`src/rtl/cpu_pkg.sv`:
```
// Shared fetch-side types: branch-select encoding, fetch FSM states, offset sign-extension helpers.
package cpu_pkg;

  typedef enum logic [1:0] {
    BR_LINK   = 2'b00,
    BR_COND   = 2'b01,
    BR_UNCOND = 2'b10,
    BR_SEQ    = 2'b11
  } br_sel_t;

  typedef enum logic [1:0] {
    S_IDLE,
    S_REQ,
    S_DISCARD
  } fetch_state_t;

  function automatic logic [15:0] sext8(input logic [7:0] v);
    return {{8{v[7]}}, v};
  endfunction

  function automatic logic [15:0] sext11(input logic [10:0] v);
    return {{5{v[10]}}, v};
  endfunction

endpackage

```
`src/rtl/fetch_queue.sv`:
```
// Synchronous FIFO with flush; push-to-head latency 1 cycle, push accepted at full only alongside a pop.
// Flush overrides push and pop in the same cycle.
module fetch_queue #(
  parameter int DEPTH = 2,
  parameter int WIDTH = 32
) (
  input  logic                     clk,
  input  logic                     reset,
  input  logic                     flush,
  input  logic                     push,
  input  logic [WIDTH-1:0]         push_dat,
  input  logic                     pop,
  output logic [WIDTH-1:0]         head_dat,
  output logic                     full,
  output logic                     empty,
  output logic [$clog2(DEPTH):0]   count
);
  localparam int AW = (DEPTH > 1) ? $clog2(DEPTH) : 1;
  localparam int CW = $clog2(DEPTH) + 1;

  logic [WIDTH-1:0] mem_q [DEPTH];
  logic [WIDTH-1:0] mem_d [DEPTH];
  logic [AW-1:0]    rd_ptr_q, rd_ptr_d, wr_ptr_q, wr_ptr_d;
  logic [CW-1:0]    cnt_q, cnt_d;
  logic             do_push, do_pop;

  assign full     = (cnt_q == CW'(DEPTH));
  assign empty    = (cnt_q == '0);
  assign count    = cnt_q;
  assign head_dat = mem_q[rd_ptr_q];

  always_comb begin
    mem_d    = mem_q;
    rd_ptr_d = rd_ptr_q;
    wr_ptr_d = wr_ptr_q;
    cnt_d    = cnt_q;
    do_pop   = pop & ~empty;
    do_push  = push & (~full | do_pop);
    if (flush) begin
      rd_ptr_d = '0;
      wr_ptr_d = '0;
      cnt_d    = '0;
    end else begin
      if (do_push) begin
        mem_d[wr_ptr_q] = push_dat;
        wr_ptr_d        = wr_ptr_q + AW'(1);
      end
      if (do_pop) rd_ptr_d = rd_ptr_q + AW'(1);
      cnt_d = cnt_q + CW'(do_push) - CW'(do_pop);
    end
  end

  always_ff @(posedge clk) begin
    if (reset) begin
      for (int i = 0; i < DEPTH; i++) mem_q[i] <= '0;
      rd_ptr_q <= '0;
      wr_ptr_q <= '0;
      cnt_q    <= '0;
    end else begin
      mem_q    <= mem_d;
      rd_ptr_q <= rd_ptr_d;
      wr_ptr_q <= wr_ptr_d;
      cnt_q    <= cnt_d;
    end
  end

endmodule

```
`src/rtl/instr_fetch_unit.sv`:
```
// Fetch front end: PC ownership, imem request FSM, redirect/kill, queued {PC,instr} to decode; ack->valid 1 cycle.
// Requests stop while the queue (counting the in-flight fetch) is full; FETCH_PERF_EN adds perf counters.
module instr_fetch_unit
  import cpu_pkg::*;
#(
  parameter int          QDEPTH   = 2,
  parameter logic [15:0] RESET_PC = 16'h0
) (
  input  logic        clk,
  input  logic        reset,
  output logic        imem_req,
  output logic [15:0] imem_addr,
  input  logic        imem_ack,
  input  logic [15:0] imem_rdata,
  output logic        instr_valid,
  input  logic        instr_ready,
  output logic [15:0] instr,
  output logic [15:0] PC,
  input  logic        redir_valid,
  input  logic [15:0] redir_pc,
  input  logic [15:0] redir_instr,
  input  logic [1:0]  brSel,
  input  logic        brEx,
  input  logic [15:0] brTarget
`ifdef FETCH_PERF_EN
  ,
  output logic [31:0] perf_stall_cnt,
  output logic [31:0] perf_redir_cnt
`endif
);
  localparam int CW = $clog2(QDEPTH) + 1;

  fetch_state_t state_q, state_d;
  logic [15:0]  fetch_pc_q, fetch_pc_d;
  logic [15:0]  addr_q, addr_d;
  br_sel_t      br_sel;
  logic         redir_take, ack_fire;
  logic [15:0]  redir_target;
  logic         q_push, q_pop, q_flush, q_full, q_empty;
  logic [31:0]  q_head;
  logic [CW-1:0] q_count;

  fetch_queue #(.DEPTH(QDEPTH), .WIDTH(32)) u_queue (
    .clk      (clk),
    .reset    (reset),
    .flush    (q_flush),
    .push     (q_push),
    .push_dat ({fetch_pc_q, imem_rdata}),
    .pop      (q_pop),
    .head_dat (q_head),
    .full     (q_full),
    .empty    (q_empty),
    .count    (q_count)
  );

  assign instr_valid = (q_count != '0);
  assign {PC, instr} = q_empty ? 32'h0 : q_head;
  assign imem_addr   = addr_q;

  always_comb begin
    br_sel       = br_sel_t'(brSel);
    redir_take   = redir_valid & (brEx | (br_sel != BR_SEQ));
    redir_target = redir_pc + 16'd1 + sext11(redir_instr[10:0]);
    if (brEx)                  redir_target = brTarget;
    else if (br_sel == BR_COND) redir_target = redir_pc + 16'd1 + sext8(redir_instr[7:0]);
  end

  always_ff @(posedge clk) begin
    if (reset) state_q <= S_IDLE;
    else       state_q <= state_d;
  end

  always_comb begin
    state_d = state_q;
    case (state_q)
      S_IDLE:    state_d = S_REQ;
      S_REQ:     if (redir_take && imem_req && !imem_ack) state_d = S_DISCARD;
      S_DISCARD: if (imem_ack) state_d = S_REQ;
      default:   state_d = S_IDLE;
    endcase
  end

  always_comb begin
    imem_req = 1'b0;
    case (state_q)
      S_REQ:     imem_req = ~q_full;
      S_DISCARD: imem_req = 1'b1;
      default:   imem_req = 1'b0;
    endcase
    ack_fire = imem_ack & imem_req;
    q_push   = ack_fire & (state_q == S_REQ) & ~redir_take;
    q_pop    = instr_valid & instr_ready & ~redir_take;
    q_flush  = redir_take;
  end

  // A discarding request keeps its original address until the stale ack returns.
  always_comb begin
    fetch_pc_d = fetch_pc_q;
    if (redir_take)                           fetch_pc_d = redir_target;
    else if (ack_fire && state_q == S_REQ)    fetch_pc_d = fetch_pc_q + 16'd1;
    addr_d = (state_d == S_DISCARD) ? addr_q : fetch_pc_d;
  end

  always_ff @(posedge clk) begin
    if (reset) begin
      fetch_pc_q <= RESET_PC;
      addr_q     <= RESET_PC;
    end else begin
      fetch_pc_q <= fetch_pc_d;
      addr_q     <= addr_d;
    end
  end

`ifdef FETCH_PERF_EN
  logic [31:0] stall_cnt_q, stall_cnt_d, redir_cnt_q, redir_cnt_d;

  always_comb begin
    stall_cnt_d = stall_cnt_q;
    redir_cnt_d = redir_cnt_q;
    if (!instr_valid && stall_cnt_q != 32'hFFFF_FFFF) stall_cnt_d = stall_cnt_q + 32'd1;
    if (redir_take && redir_cnt_q != 32'hFFFF_FFFF)   redir_cnt_d = redir_cnt_q + 32'd1;
  end

  always_ff @(posedge clk) begin
    if (reset) begin
      stall_cnt_q <= '0;
      redir_cnt_q <= '0;
    end else begin
      stall_cnt_q <= stall_cnt_d;
      redir_cnt_q <= redir_cnt_d;
    end
  end

  assign perf_stall_cnt = stall_cnt_q;
  assign perf_redir_cnt = redir_cnt_q;
`endif

endmodule

```
`config.mk`:
```
export PLATFORM = sky130hd
export DESIGN_NAME = instr_fetch_unit
export DESIGN_NICKNAME = d
export VERILOG_FILES = /design/src/rtl/cpu_pkg.sv /design/src/rtl/fetch_queue.sv /design/src/rtl/instr_fetch_unit.sv
export SDC_FILE = /design/constraint.sdc
export NUM_CORES = 1
export LEC_CHECK = 0
export CORE_UTILIZATION = 55
export CTS_BUF_LIST = sky130_fd_sc_hd__clkbuf_4
export CTS_CLUSTER_DIAMETER = 50
export CTS_CLUSTER_SIZE = 40
export DETAILED_ROUTE_END_ITERATION = 16
export DONT_BUFFER_PORTS = 1
export GPL_TIMING_DRIVEN = 0
export PLACE_DENSITY = 0.7
export SLEW_MARGIN = 15
export SYNTH_ARGS = -nofsm -noshare
export SYNTH_HDL_FRONTEND = slang
export SYNTH_SLANG_ARGS = --single-unit
```
`constraint.sdc`:
```
create_clock -name clk -period 3.9 [get_ports clk]
set_input_delay 0.78 -clock clk [delete_from_list [all_inputs] [get_ports clk]]
set_output_delay 0.78 -clock clk [all_outputs]
set_load 0.02 [all_outputs]
```
==> impl_metrics.yaml, run 1 <==
routing:
  ant_nets: 0
  drc: 0
  count_of_tritonroute_iterations_in_the_first_routing_pass: 4
  wirelength_mm: 14.4
  detail_route.iter0.violations: 231
  vias_per_cell: 5.72
  vias: 5100
  routedWlPerCell_um: 16.2
clock_network:
  cts.sinks: 102
  clock-root-buffer: "sky130_fd_sc_hd__clkbuf_4"
  quantity_of_gates_resized_following_cts: 0
  cts_buffer_depth: 2
  clock_insertion_delay_worst_skew_ps: 450
  cts-htree-levels: 3
  cts_setup_buffers: 0
  clk_transition_reported_paths_ps: 150
  cts_tree: "done"
  inserted_clock_buffers: 9
  cts-hold-fix-buffers: 0
place:
  hpwlAfterDp_mm: 11.3
  portbufs: 0
  place.gp.congestion: 0.878
  placed_area_mm2: 0.00595
  dpl_cells: 876
timing:
  setup-violations-final: 0
  unrepaired_setup_endpoints_after_global_routing: "false"
  final_max_slew_viol_count: 0
  final_hold_viol_count: 0
  final_period_minus_worst_setup_slack_ps: 3430
  timing.hold.ws_ps: 435
  final.period_utilization_pct: 87.9
  timing.setup.tns_ps: 0
  achievable-frequency_ghz: 0.292
  timing.clock.skew_ps: 15.5
  slew-limit-headroom_pct: 48.8
  worst_pin_slew_ps: 763
critical_path:
  critPathLaunchType: "input pin"
  cp_endpoint_kind: "register"
  reg2reg_capture_point: "u_queue.mem_q[53]"
  r2r_setup_slack_ps: 1060
  timing.rr.start: "state_q[0]"
  cpMaxStageDelayCell: "sky130_fd_sc_hd__a2111oi_0"
  cp-startpoint: "redir_pc[0]"
  cp.required_ps: 4290
  critical_path_peak_fanout: 9
  max_stage_delay_ps: 610
  timing_worst_setup_path_type: "input pin to register"
  cp_arrival_ps: 3820
  worstPathCellList: "ha_1 -> and3_1 -> nand4_1 -> xnor2_1 -> ha_1 -> clkbuf_1 -> a211oi_1 -> o211ai_1 -> nor2_1 -> a211oi_1 -> xnor2_1 -> a2111oi_0 -> o21bai_1"
  worstRegToRegCells: 10
global_routing:
  first_pass_grt_wire_length_mm: 23.2
  groute.usage.overall_pct: 26.5
  number_of_antenna_violations_at_the_first_check_in_global_routing: 0
  globalRoute.totalOverflow: 0
  grt_max_degree: 16
  via_count_of_the_first_global_routing_pass: 5051
synthesis:
  postSynthAreaPerCell_um2: 7.81
  ys_seq_elements: 102
  synth-async-reset-ratio_pct: 0
  synth.net_count: 838
  ys_warn_count: 0
  cell_area_synth_mm2: 0.00578
  part_of_the_yosys_area_used_for_sequential_elements_pct: 35.3
  netlist_instances: 740
  number_of_library_cell_types_mapped_by_synthesis: 59
  synth_top_flop_cell: "sky130_fd_sc_hd__dfxtp_1"
  synth-edff-count: 0
min_path:
  hold-path-cell-count: 2
  hold_end: "u_queue.mem_q[39]"
  min-delay-path-class: "input pin to register"
  worst_hold_startpoint: "imem_rdata[7]"
floorplanning:
  die_h_um: 105
  die-area_mm2: 0.0109
  fp.dieW_um: 105
  core_region_area_mm2: 0.0103
  std_cell_rows: 37
  top_level_ports: 122
  initial_utilization_pct: 56.3
run_status:
  status: "finished clean"
layout:
  nNetsFinal: 849
  areaGrowthSynthToFinish_pct: 5.13
  proportion_of_layout_cells_with_a_drive_suffix_above_1_pct: 4.50
  num_antenna_cells: 0
  stdcell_area_mm2: 0.00608
  finalCoreUtilization_pct: 59.2
  number_of_cells_in_the_finished_layout_apart_from_fillers: 891
  nFillCells: 968
pwr:
  worst_ir_drop_vdd_mv: 0.143
  leakagePower_nw: 2.12
  power-per-cell-area_mw_per_mm2: 332
job:
  drv_cap: 0
-- where the power goes --
group          switching [mW]  internal, mW  total (mW)
clock                   0.327         0.196       0.522
combinational           0.211         0.145       0.356
sequential             0.0591          1.08        1.14
-- synthesized netlist by cell type (3+ instances only) --
master | number | area, um2
sky130_fd_sc_hd__buf_2 | 7 | 35.0
sky130_fd_sc_hd__nor4_1 | 3 | 18.8
sky130_fd_sc_hd__nor3b_1 | 5 | 37.5
sky130_fd_sc_hd__and4_1 | 3 | 26.3
sky130_fd_sc_hd__nor2_1 | 71 | 267
sky130_fd_sc_hd__o211ai_1 | 6 | 45.0
sky130_fd_sc_hd__nand2b_1 | 5 | 31.3
sky130_fd_sc_hd__mux2i_1 | 41 | 410
sky130_fd_sc_hd__nand2_1 | 161 | 604
sky130_fd_sc_hd__a31oi_1 | 4 | 25.0
sky130_fd_sc_hd__clkbuf_1 | 37 | 139
sky130_fd_sc_hd__dfxtp_1 | 102 | 2040
sky130_fd_sc_hd__xor2_1 | 14 | 123
sky130_fd_sc_hd__xnor2_1 | 27 | 236
sky130_fd_sc_hd__ha_1 | 25 | 313
sky130_fd_sc_hd__nand4_1 | 5 | 31.3
sky130_fd_sc_hd__a21oi_1 | 90 | 450
sky130_fd_sc_hd__o21bai_1 | 3 | 22.5
sky130_fd_sc_hd__and3_1 | 7 | 43.8
sky130_fd_sc_hd__nand3_1 | 13 | 65.1
sky130_fd_sc_hd__nor2b_1 | 5 | 31.3
sky130_fd_sc_hd__o21a_1 | 6 | 45.0
sky130_fd_sc_hd__o21ai_0 | 13 | 65.1
sky130_fd_sc_hd__a21o_1 | 7 | 52.6
sky130_fd_sc_hd__nor3_1 | 5 | 25.0
sky130_fd_sc_hd__inv_1 | 15 | 56.3
sky130_fd_sc_hd__a211oi_1 | 13 | 97.6
sky130_fd_sc_hd__nand3b_1 | 5 | 37.5
sky130_fd_sc_hd__o31ai_1 | 3 | 22.5
-- how the worst max path moves through the flow --
stage	to	slack (ps)	depth (start not counted)
final	imem_addr[15]	470	13
after global routing	imem_addr[15]	370	13
after CTS	imem_addr[15]	590	13
after floorplan	imem_addr[15]	740	13
after detailed placement	imem_addr[15]	140	13
after global placement	imem_addr[15]	260	13
-- worst max-delay path: cells and delay by family --
kind,cells,cell delay [ps]
AOI/OAI and AO/OA,5,1420
and+or+nand+nor,3,500
adders and majority gates,2,480
xor gates and xnor gates,2,340
buffers and inverters,1,290
-- routing by layer --
metal / routed length [um] / share of wire, % / global-route usage, %
met5: 0 / 0 / 0
met4: 373 / 2.6 / 9.49
met3: 966 / 6.7 / 6.67
met2: 7140 / 50 / 48.0
met1: 5930 / 41 / 29.8
-- through the flow --
step	setup WS, ps	power (mW)
global placement	264	1.50
global route	372	2.12
floorplan	744	1.43
finish	473	2.02
CTS	594	2.03
detailed placement	137	1.51
-- registers in the layout (all words and copies together) (netlist names) --
name,count
imem_addr,16
u_queue.count,2
state_q,2
u_queue.mem_q,64
u_queue.rd_ptr_q,1
u_queue.wr_ptr_q,1
fetch_pc_q,16
-- layout by cell type, fill, tap and decap left out, types with 10 or more instances in the layout --
master                       n
sky130_fd_sc_hd__a21oi_1    90
sky130_fd_sc_hd__xor2_1     14
sky130_fd_sc_hd__mux2i_1    41
sky130_fd_sc_hd__inv_1      15
sky130_fd_sc_hd__ha_1       25
sky130_fd_sc_hd__a211oi_1   13
sky130_fd_sc_hd__dfxtp_1   102
sky130_fd_sc_hd__nor2_1     71
sky130_fd_sc_hd__xnor2_1    27
sky130_fd_sc_hd__o21ai_0    13
sky130_fd_sc_hd__clkbuf_1   37
sky130_fd_sc_hd__nand2_1   161
sky130_fd_sc_hd__nand3_1    13
sky130_fd_sc_hd__clkbuf_4   10
-- cell families (layout without fill, tap and decap cells) --
kind of cell | Yosys count | in the layout | synth area share [%]
buf+inv | 60 | 75 | 4.05
flops | 102 | 102 | 35.3
simple gates | 302 | 302 | 23.4
fa+ha+maj | 26 | 26 | 5.76
xor+xnor | 42 | 42 | 6.49
mux | 41 | 41 | 7.10
compound gates | 167 | 167 | 17.9
-- area by class of cell --
class	count	area (um2)	area share (%)
Multi-Input combinational cell	578	3510	57.7
Sequential cell	102	2040	33.6
Buffer	45	178	2.92
Tap cell	136	170	2.80
Clock buffer	10	75.1	1.23
Inverter	15	56.3	0.926
Clock inverter	5	51.3	0.844
Power figures use the tool's default switching activity.
==> run 2: changes to the inputs <==
- RECOVER_POWER: unset -> 25
==> impl_metrics.yaml, run 2 (synthesis gave the netlist of run 1 again) <==
layout:
  proportion_of_layout_cells_with_a_drive_suffix_above_1_pct: 3.84
  areaGrowthSynthToFinish_pct: 4.87
  nNetsFinal: 849
  regMostFlops: "u_queue.mem_q"
  stdcell_area_mm2: 0.00606
  largest_reg_flops: 64
  mostFrequentLayoutCell: "sky130_fd_sc_hd__nand2_1"
  final_cell_mix: "sky130_fd_sc_hd__nand2_1 (161), sky130_fd_sc_hd__dfxtp_1 (102), sky130_fd_sc_hd__a21oi_1 (90), sky130_fd_sc_hd__nor2_1 (71), sky130_fd_sc_hd__mux2i_1 (41)"
  num_antenna_cells: 0
place:
  hpwlAfterDp_mm: 11.3
  placed_area_mm2: 0.00595
  place.gp.congestion: 0.878
  portbufs: 0
pwr:
  fin_total_pwr_mw: 2.02
  leakagePower_nw: 2.12
  power-per-cell-area_mw_per_mm2: 332
  worst_ir_drop_vdd_mv: 0.142
routing:
  wirelength_mm: 14.4
  vias_per_cell: 5.73
  count_of_tritonroute_iterations_in_the_first_routing_pass: 4
  detail_route.iter0.violations: 248
  routedWlPerCell_um: 16.2
  vias: 5108
  ant_nets: 0
  drc: 0
critical_path:
  timing.rr.start: "state_q[0]"
  reg2reg_capture_point: "u_queue.mem_q[11]"
  cp.required_ps: 4290
  cp_arrival_ps: 3770
  worstRegToRegCells: 11
  r2r_setup_slack_ps: 910
  timing_worst_setup_path_type: "input pin to register"
  cp_endpoint_kind: "register"
  critPathLaunchType: "input pin"
  critical_path_peak_fanout: 9
timing:
  timing.clock.skew_ps: 16.5
  slew-limit-headroom_pct: 50.0
  worst_pin_slew_ps: 746
  unrepaired_setup_endpoints_after_global_routing: "false"
  setup-violations-final: 0
  final_hold_viol_count: 0
  achievable-frequency_ghz: 0.295
  final_period_minus_worst_setup_slack_ps: 3380
  timing.hold.ws_ps: 440
  timing.setup.tns_ps: 0
  final.period_utilization_pct: 86.8
  final_max_slew_viol_count: 0
min_path:
  hold_end: "u_queue.mem_q[39]"
  hold-path-cell-count: 2
  worst_hold_startpoint: "imem_rdata[7]"
  min-delay-path-class: "input pin to register"
clock_network:
  quantity_of_gates_resized_following_cts: 0
  clock_insertion_delay_worst_skew_ps: 450
  cts_setup_buffers: 0
  clock-root-buffer: "sky130_fd_sc_hd__clkbuf_4"
  inserted_clock_buffers: 9
  cts-hold-fix-buffers: 0
  cts_tree: "done"
  cts_buffer_depth: 2
  cts.sinks: 102
  cts-htree-levels: 3
  clk_transition_reported_paths_ps: 150
global_routing:
  number_of_antenna_violations_at_the_first_check_in_global_routing: 0
  via_count_of_the_first_global_routing_pass: 5051
  globalRoute.totalOverflow: 0
  grt_max_degree: 16
  first_pass_grt_wire_length_mm: 23.2
  groute.usage.overall_pct: 26.5
floorplanning:
  die-area_mm2: 0.0109
  core_region_area_mm2: 0.0103
  std_cell_rows: 37
  initial_utilization_pct: 56.3
  top_level_ports: 122
  die_h_um: 105
  fp.dieW_um: 105
run_status:
  status: "finished clean"
job:
  drv_cap: 0
## run 2: cell types whose count changed in the layout (fill, tap and decap cells not counted), sizes merged
cell / change
buf: -2
clkbuf: +2
## run 2: worst max-delay path by stage
stage,slack [ps],startpoint,depth (start not counted),endpoint
2_1_floorplan,740,redir_pc[3],13,imem_addr[15]
3_3_place_gp,260,redir_pc[3],13,imem_addr[15]
3_5_place_dp,140,redir_pc[0],13,imem_addr[15]
4_1_cts,590,redir_pc[0],13,imem_addr[15]
5_1_grt,370,redir_pc[3],13,imem_addr[15]
6_report,520,redir_pc[0],13,imem_addr[15]
## run 2: layer usage
metal / share of wire, % / track usage, %
met5: 0 / 0
met4: 2.3 / 9.49
met3: 8.0 / 6.67
met2: 49 / 48.0
met1: 40 / 29.8
## run 2: worst max-delay path, cell delays in order
cell                        delay, ps
sky130_fd_sc_hd__ha_1             210
sky130_fd_sc_hd__and3_1           270
sky130_fd_sc_hd__nand4_1          150
sky130_fd_sc_hd__xnor2_1          160
sky130_fd_sc_hd__ha_1             270
sky130_fd_sc_hd__clkbuf_1         290
sky130_fd_sc_hd__a211oi_1         140
sky130_fd_sc_hd__o211ai_1         170
sky130_fd_sc_hd__nor2_1            80
sky130_fd_sc_hd__a211oi_1         310
sky130_fd_sc_hd__xnor2_1          180
sky130_fd_sc_hd__a2111oi_0        570
sky130_fd_sc_hd__o21bai_1         180
## run 2: through the flow
stage               cells  utilization, %  setup slack, ps
finish                891            59.0              515
global route          891            59.0              372
CTS                   891            59.2              594
detailed placement    876            57.9              137
global placement      876            57.9              264
floorplan             740               -              744
## run 2: report_power, final
part           internal [mW]  leakage, nW  switching (mW)  total (mW)
combinational          0.144         1.22           0.209       0.354
sequential              1.08        0.830          0.0593        1.14
clock                  0.196       0.0697           0.328       0.523
## run 2: layout make-up
class | instances | area (um2)
clock inverters | 5 | 51.3
plain buffers | 45 | 176
inverters | 15 | 56.3
multi-input cells | 578 | 3490
clock buffers | 10 | 75.1
fillers | 971 | 4210
well taps | 136 | 170
flip-flops and latches | 102 | 2040
